==> config.mk <==
export PLATFORM = sky130hd
export DESIGN_NAME = mem_port_arbiter
export DESIGN_NICKNAME = d
export VERILOG_FILES = /design/src/rtl/mem_port_arbiter.sv
export SDC_FILE = /design/constraint.sdc
export NUM_CORES = 1
export LEC_CHECK = 0
export CAP_MARGIN = 20
export CORE_AREA = 10 10 112 114
export DETAILED_ROUTE_END_ITERATION = 10
export DIE_AREA = 0 0 122 124
export GPL_ROUTABILITY_DRIVEN = 0
export PLACE_DENSITY_LB_ADDON = 0.15
export SLEW_MARGIN = 10
export SYNTH_ARGS = -nofsm -noshare
export SYNTH_HDL_FRONTEND = slang
export SYNTH_SLANG_ARGS = --single-unit
==> constraint.sdc <==
create_clock -name clk -period 2.72 [get_ports clk]
set_input_delay 0.408 -clock clk [delete_from_list [all_inputs] [get_ports clk]]
set_output_delay 0.408 -clock clk [all_outputs]
set_load 0.005 [all_outputs]
==> src/rtl/mem_port_arbiter.sv <==
// ---------------------------------------------------------------------------
// mem_port_arbiter
//
// Two-master to one-slave arbiter sitting between the core wrapper's
// instruction (m0) and data (m1) memory ports and a single-port on-chip
// SRAM. Read data and response-valid always arrive exactly one cycle after
// the ready (grant) cycle. Arbitration is round-robin, or data-priority
// with a starvation guard that forces m0 after MAX_WAIT lost cycles.
//
// Parameters
//   ABITS       address width of all ports
//   FIXED_PRIO  0 = round-robin, 1 = m1 wins ties (subject to MAX_WAIT)
//   MAX_WAIT    consecutive losing cycles of m0 before it is forced, 1..255
//
// Ports
//   clk, rst                   clock, synchronous active-high reset
//   mX_valid/mX_ready          master request / accepted this cycle
//   mX_addr/write_en/byte_en/wdata  master request payload
//   mX_rdata/mX_rvalid         response for the access accepted last cycle
//   s_valid/s_ready            slave request / slave accepts
//   s_addr/write_en/byte_en/wdata   payload muxed from the granted master
//   s_rdata                    SRAM read data, valid the cycle after handshake
// ---------------------------------------------------------------------------
`ifndef ABITS
`define ABITS 32
`endif

module mem_port_arbiter #(
  parameter int ABITS      = `ABITS,
  parameter bit FIXED_PRIO = 1'b0,
  parameter int MAX_WAIT   = 8
) (
  input  logic             clk,
  input  logic             rst,
  input  logic             m0_valid,
  output logic             m0_ready,
  input  logic [ABITS-1:0] m0_addr,
  input  logic             m0_write_en,
  input  logic [3:0]       m0_byte_en,
  input  logic [31:0]      m0_wdata,
  output logic [31:0]      m0_rdata,
  output logic             m0_rvalid,
  input  logic             m1_valid,
  output logic             m1_ready,
  input  logic [ABITS-1:0] m1_addr,
  input  logic             m1_write_en,
  input  logic [3:0]       m1_byte_en,
  input  logic [31:0]      m1_wdata,
  output logic [31:0]      m1_rdata,
  output logic             m1_rvalid,
  output logic             s_valid,
  input  logic             s_ready,
  output logic [ABITS-1:0] s_addr,
  output logic             s_write_en,
  output logic [3:0]       s_byte_en,
  output logic [31:0]      s_wdata,
  input  logic [31:0]      s_rdata
);

  localparam logic [7:0] MAX_W8 = 8'(MAX_WAIT);

  logic       last_grant;  // master granted at the most recent handshake
  logic       hold_valid;  // slave stalled: grant is locked
  logic       hold_idx;    // master the grant is locked to
  logic [7:0] wait_cnt;    // consecutive cycles m0 waited without handshake
  logic       resp_pend;   // a handshake happened last cycle
  logic       resp_owner;  // master that owns the pending response
  logic       resp_read;   // pending response belongs to a read

  logic grant;
  logic hs;

  // NOTE: every variable written in always_comb gets a default first, so no
  // path leaves it unassigned and no latch is inferred.
  always_comb begin
    grant = 1'b0;
    if (hold_valid) begin
      grant = hold_idx;
    end else if (m0_valid && !m1_valid) begin
      grant = 1'b0;
    end else if (!m0_valid && m1_valid) begin
      grant = 1'b1;
    end else if (m0_valid && m1_valid) begin
      if (FIXED_PRIO) grant = (wait_cnt == MAX_W8) ? 1'b0 : 1'b1;
      else            grant = ~last_grant;
    end
  end

  assign s_valid = m0_valid | m1_valid;
  assign hs      = s_valid & s_ready;

  // Grant is 0 whenever s_valid is 0, so the idle slave bus shows m0.
  assign s_addr     = grant ? m1_addr     : m0_addr;
  assign s_write_en = grant ? m1_write_en : m0_write_en;
  assign s_byte_en  = grant ? m1_byte_en  : m0_byte_en;
  assign s_wdata    = grant ? m1_wdata    : m0_wdata;

  assign m0_ready = hs & ~grant;
  assign m1_ready = hs &  grant;

  assign m0_rvalid = resp_pend & ~resp_owner;
  assign m1_rvalid = resp_pend &  resp_owner;
  assign m0_rdata  = (m0_rvalid && resp_read) ? s_rdata : 32'h0;
  assign m1_rdata  = (m1_rvalid && resp_read) ? s_rdata : 32'h0;

  // NOTE: state registers use non-blocking assignments so every flop samples
  // pre-edge values regardless of statement order.
  always_ff @(posedge clk) begin
    if (rst) begin
      last_grant <= 1'b1;  // m0 wins the first tie after reset
      hold_valid <= 1'b0;
      hold_idx   <= 1'b0;
      wait_cnt   <= 8'd0;
      resp_pend  <= 1'b0;  // drops any response in flight
      resp_owner <= 1'b0;
      resp_read  <= 1'b0;
    end else begin
      // Lock the grant across a slave stall so a late higher-priority
      // request cannot switch the slave mid-transfer.
      if (s_valid && !s_ready) begin
        hold_valid <= 1'b1;
        hold_idx   <= grant;
      end else if (hs) begin
        hold_valid <= 1'b0;
        last_grant <= grant;
      end

      resp_pend <= hs;
      if (hs) begin
        resp_owner <= grant;
        resp_read  <= ~s_write_en;
      end

      if (!m0_valid || m0_ready) wait_cnt <= 8'd0;
      else if (wait_cnt != MAX_W8) wait_cnt <= wait_cnt + 8'd1;
    end
  end

endmodule
==> flow_summary_export.csv <==
group,metric,value,unit
outcome,status,"finished clean",
floorplanning,die_w,122,um
pwr,leakagePower,1.99,nW
synth,synthesis.nets,356,
pwr,power_density,190,mW/mm^2
critical_path,cp-end-kind,"output port",
critical_path,crit_fanout,19,
clocking,clk_path_buf_depth,2,
clocking,cts_buffers,3,
place,place_area,0.00487,mm^2
critical_path,cpMaxStageDelayCell,"clkdlybuf4s50_1",
floorplanning,die_height,124,um
grt,globalRouteTotalUtil,15.8,%
synth,synth_area,0.00159,mm^2
layout,layout.nets,675,
floorplanning,core-area,0.0102,mm^2
synth,ys_seq_elements,6,
critical_path,crit_top_cell,"clkdlybuf4s50_1",
floorplanning,rows,37,
critical_path,worst_path_dominant_cell_family,"buffers and inverters",
clocking,clock-sinks,6,
grt,grt_pass1_vias,2789,
timing,clock.fmax,0.377,GHz
layout,area_growth,211,%
routing,wl_per_cell,21.3,um
routing,wl,13.5,mm
floorplanning,start_util,15.5,%
timing,worst-slew-pin-transition,0.309,ns
clocking,ctsHoldBuffers,0,
layout,postLayoutCellArea,0.00493,mm^2
layout,num-fill-cells,1015,
routing,vias_per_cell,4.14,
grt,grt_max_degree,38,
routing,num_vias,2624,
clocking,cts-root-buf,"clkbuf_8",
timing,fin_worst_skew,0.000703,ns
pwr,ir_worst_vdd,148,uV
routing,drt-initial-drc-count,47,
routing,drt_drc_violations_left,0,
timing,drv_slew,0,
critical_path,critical_path_class,"in -> out",
clocking,htree_num_levels,1,
synth,ys_seq_area_share,7.58,%
critical_path,cpPeakStageDelay,0.50,ns
layout,final_common_cell,"clkdlybuf4s50_1",
clocking,clk_pin_slew_worst_paths,0.04,ns
place,port_buffers,312,
grt,grt_antenna_before_repair,0,
pwr,p_total,0.000938,W
layout,layout-drive-gt1-share,18.5,%
place,hpwlAfterDp,12.2,mm
synth,avgSynthCellArea,8.76,um^2
critical_path,crit_buf_inv,3,
layout,final_cell_mix,"clkdlybuf4s50_1 (258), mux2_2 (69), and2_1 (66)",
critical_path,required,2.31,ns
timing,tns,0,ns
synth,synth_warnings,0,
flow_run,drv_cap,0,
place,place_ws,-0.0547,ns
critical_path,cp_cell_sequence,"clkdlybuf4s50_1, a21boi_2, a21oi_4, buf_12, mux2_2, clkdlybuf4s50_1",
worst_hold_path,hold_class,"reg -> reg",
layout,antennaDiodeCount,0,
floorplanning,ios,313,
timing,period_share,97.5,%
clocking,cts_tree,"done",
synth,synthCells,181,
routing,detail-route-antenna-nets,0,
timing,period_needed,2.65,ns
critical_path,startpoint_type,"primary input",
routing,drtPass1Iterations,4,
timing,relSlewSlack,79.3,%
timing,finalHoldViolCount,0,
critical_path,worstPathArrival,2.24,ns
synth,yosysUniqueCellTypes,23,
grt,grt_pass1_wl,18.0,mm
timing,fin_ws,0.0688,ns
floorplanning,die_area,0.0151,mm^2
clocking,clk_latency,0.22,ns
timing,finalSetupViolCount,0,
grt,overflow,0,
## power by group
group          switching [W]  leakage [nW]  internal, W
Sequential        0.00000504        0.0497    0.0000951
Combinational       0.000212          1.92     0.000492
Clock              0.0000392        0.0216    0.0000952
Total               0.000256          1.99     0.000682
## state kept, by name (all words and copies together), names as in the netlist
name	count
hold_idx	1
hold_valid	1
last_grant	1
resp_owner	1
resp_pend	1
resp_read	1
## cell type report
class	instances	area, um^2	area share, %
clock buffer	3	41.3	0.838
inverter	1	3.75	0.0762
multi-input combinational	161	1360	27.6
sequential	6	120	2.44
tap	136	170	3.45
timing repair buffer	327	3230	65.6
## worst reg2reg max path, stage by stage, from the launching register on
cell	delay, ns
dfxtp_1	0.31
and2_1	0.21
a21oi_4	0.23
buf_4	0.17
clkbuf_16	0.18
o211ai_1	0.10
## metrics by stage
step                      hold slack [ns]  utilization [%]  instances
after floorplan                     0.469                -        181
after detailed placement            0.504             47.6        625
after global routing                0.544             48.2        634
after global placement              0.486             47.6        625
final                               0.511             48.2        634
after CTS                           0.511             47.4        628
## worst paths after layout
| check | startpoint | endpoint | slack, ns | cells after the start |
|---|---|---|---|---|
| worst max-delay path | m0_valid | s_wdata[21] | 0.07 | 6 |
| worst min-delay path | hold_valid | hold_valid | 0.51 | 2 |
| worst max register to register | hold_valid | resp_read | 1.40 | 5 |
| worst min register to register | hold_valid | hold_valid | 0.51 | 2 |
## repair_timing
| action | CTS | global route |
|---|---|---|
| gates cloned | 0 | 2 |
| pin swaps | 0 | 1 |
| endpoints found under the setup margin | 53 | 16 |
| setup buffers | 0 | 4 |
| gates resized for setup | 53 | 1 |
## metal layers
metal  share of wire (%)  vias to the layer above  GRT usage, %
met5                   0                        -             0
met4                 2.7                        0          5.74
met3                  15                       16          9.86
met2                  54                      172          30.9
met1                  28                     1177          12.2
li1                    -                     1259             -
## cell usage after synthesis (all sizes together)
library cell,count,area (um^2)
mux2,69,777
and2,66,413
buf,7,78.8
nor2,7,26.3
clkbuf,6,22.5
dfxtp,6,120
a211oi,2,15.0
nor3,2,10.0
or2,2,12.5
a2111o,1,11.3
a21boi,1,11.3
a21oi,1,16.3
and3,1,6.26
inv,1,3.75
nand2,1,3.75
nand3b,1,7.51
nor2b,1,6.26
o211ai,1,7.51
o21a,1,7.51
o21ai,1,5.00
o21ba,1,10.0
o21bai,1,7.51
or3,1,6.26
## kinds of logic (layout without fill, tap and decap cells)
group	count (synthesis)	after routing	synth area share (%)
flip-flops	6	6	7.58
multiplexers	69	69	49.0
AND/OR/NAND/NOR	82	82	31.0
AO/OA/AOI/OAI	10	10	5.76
buffers and inverters	14	331	6.63
Power figures use the tool's default switching activity.
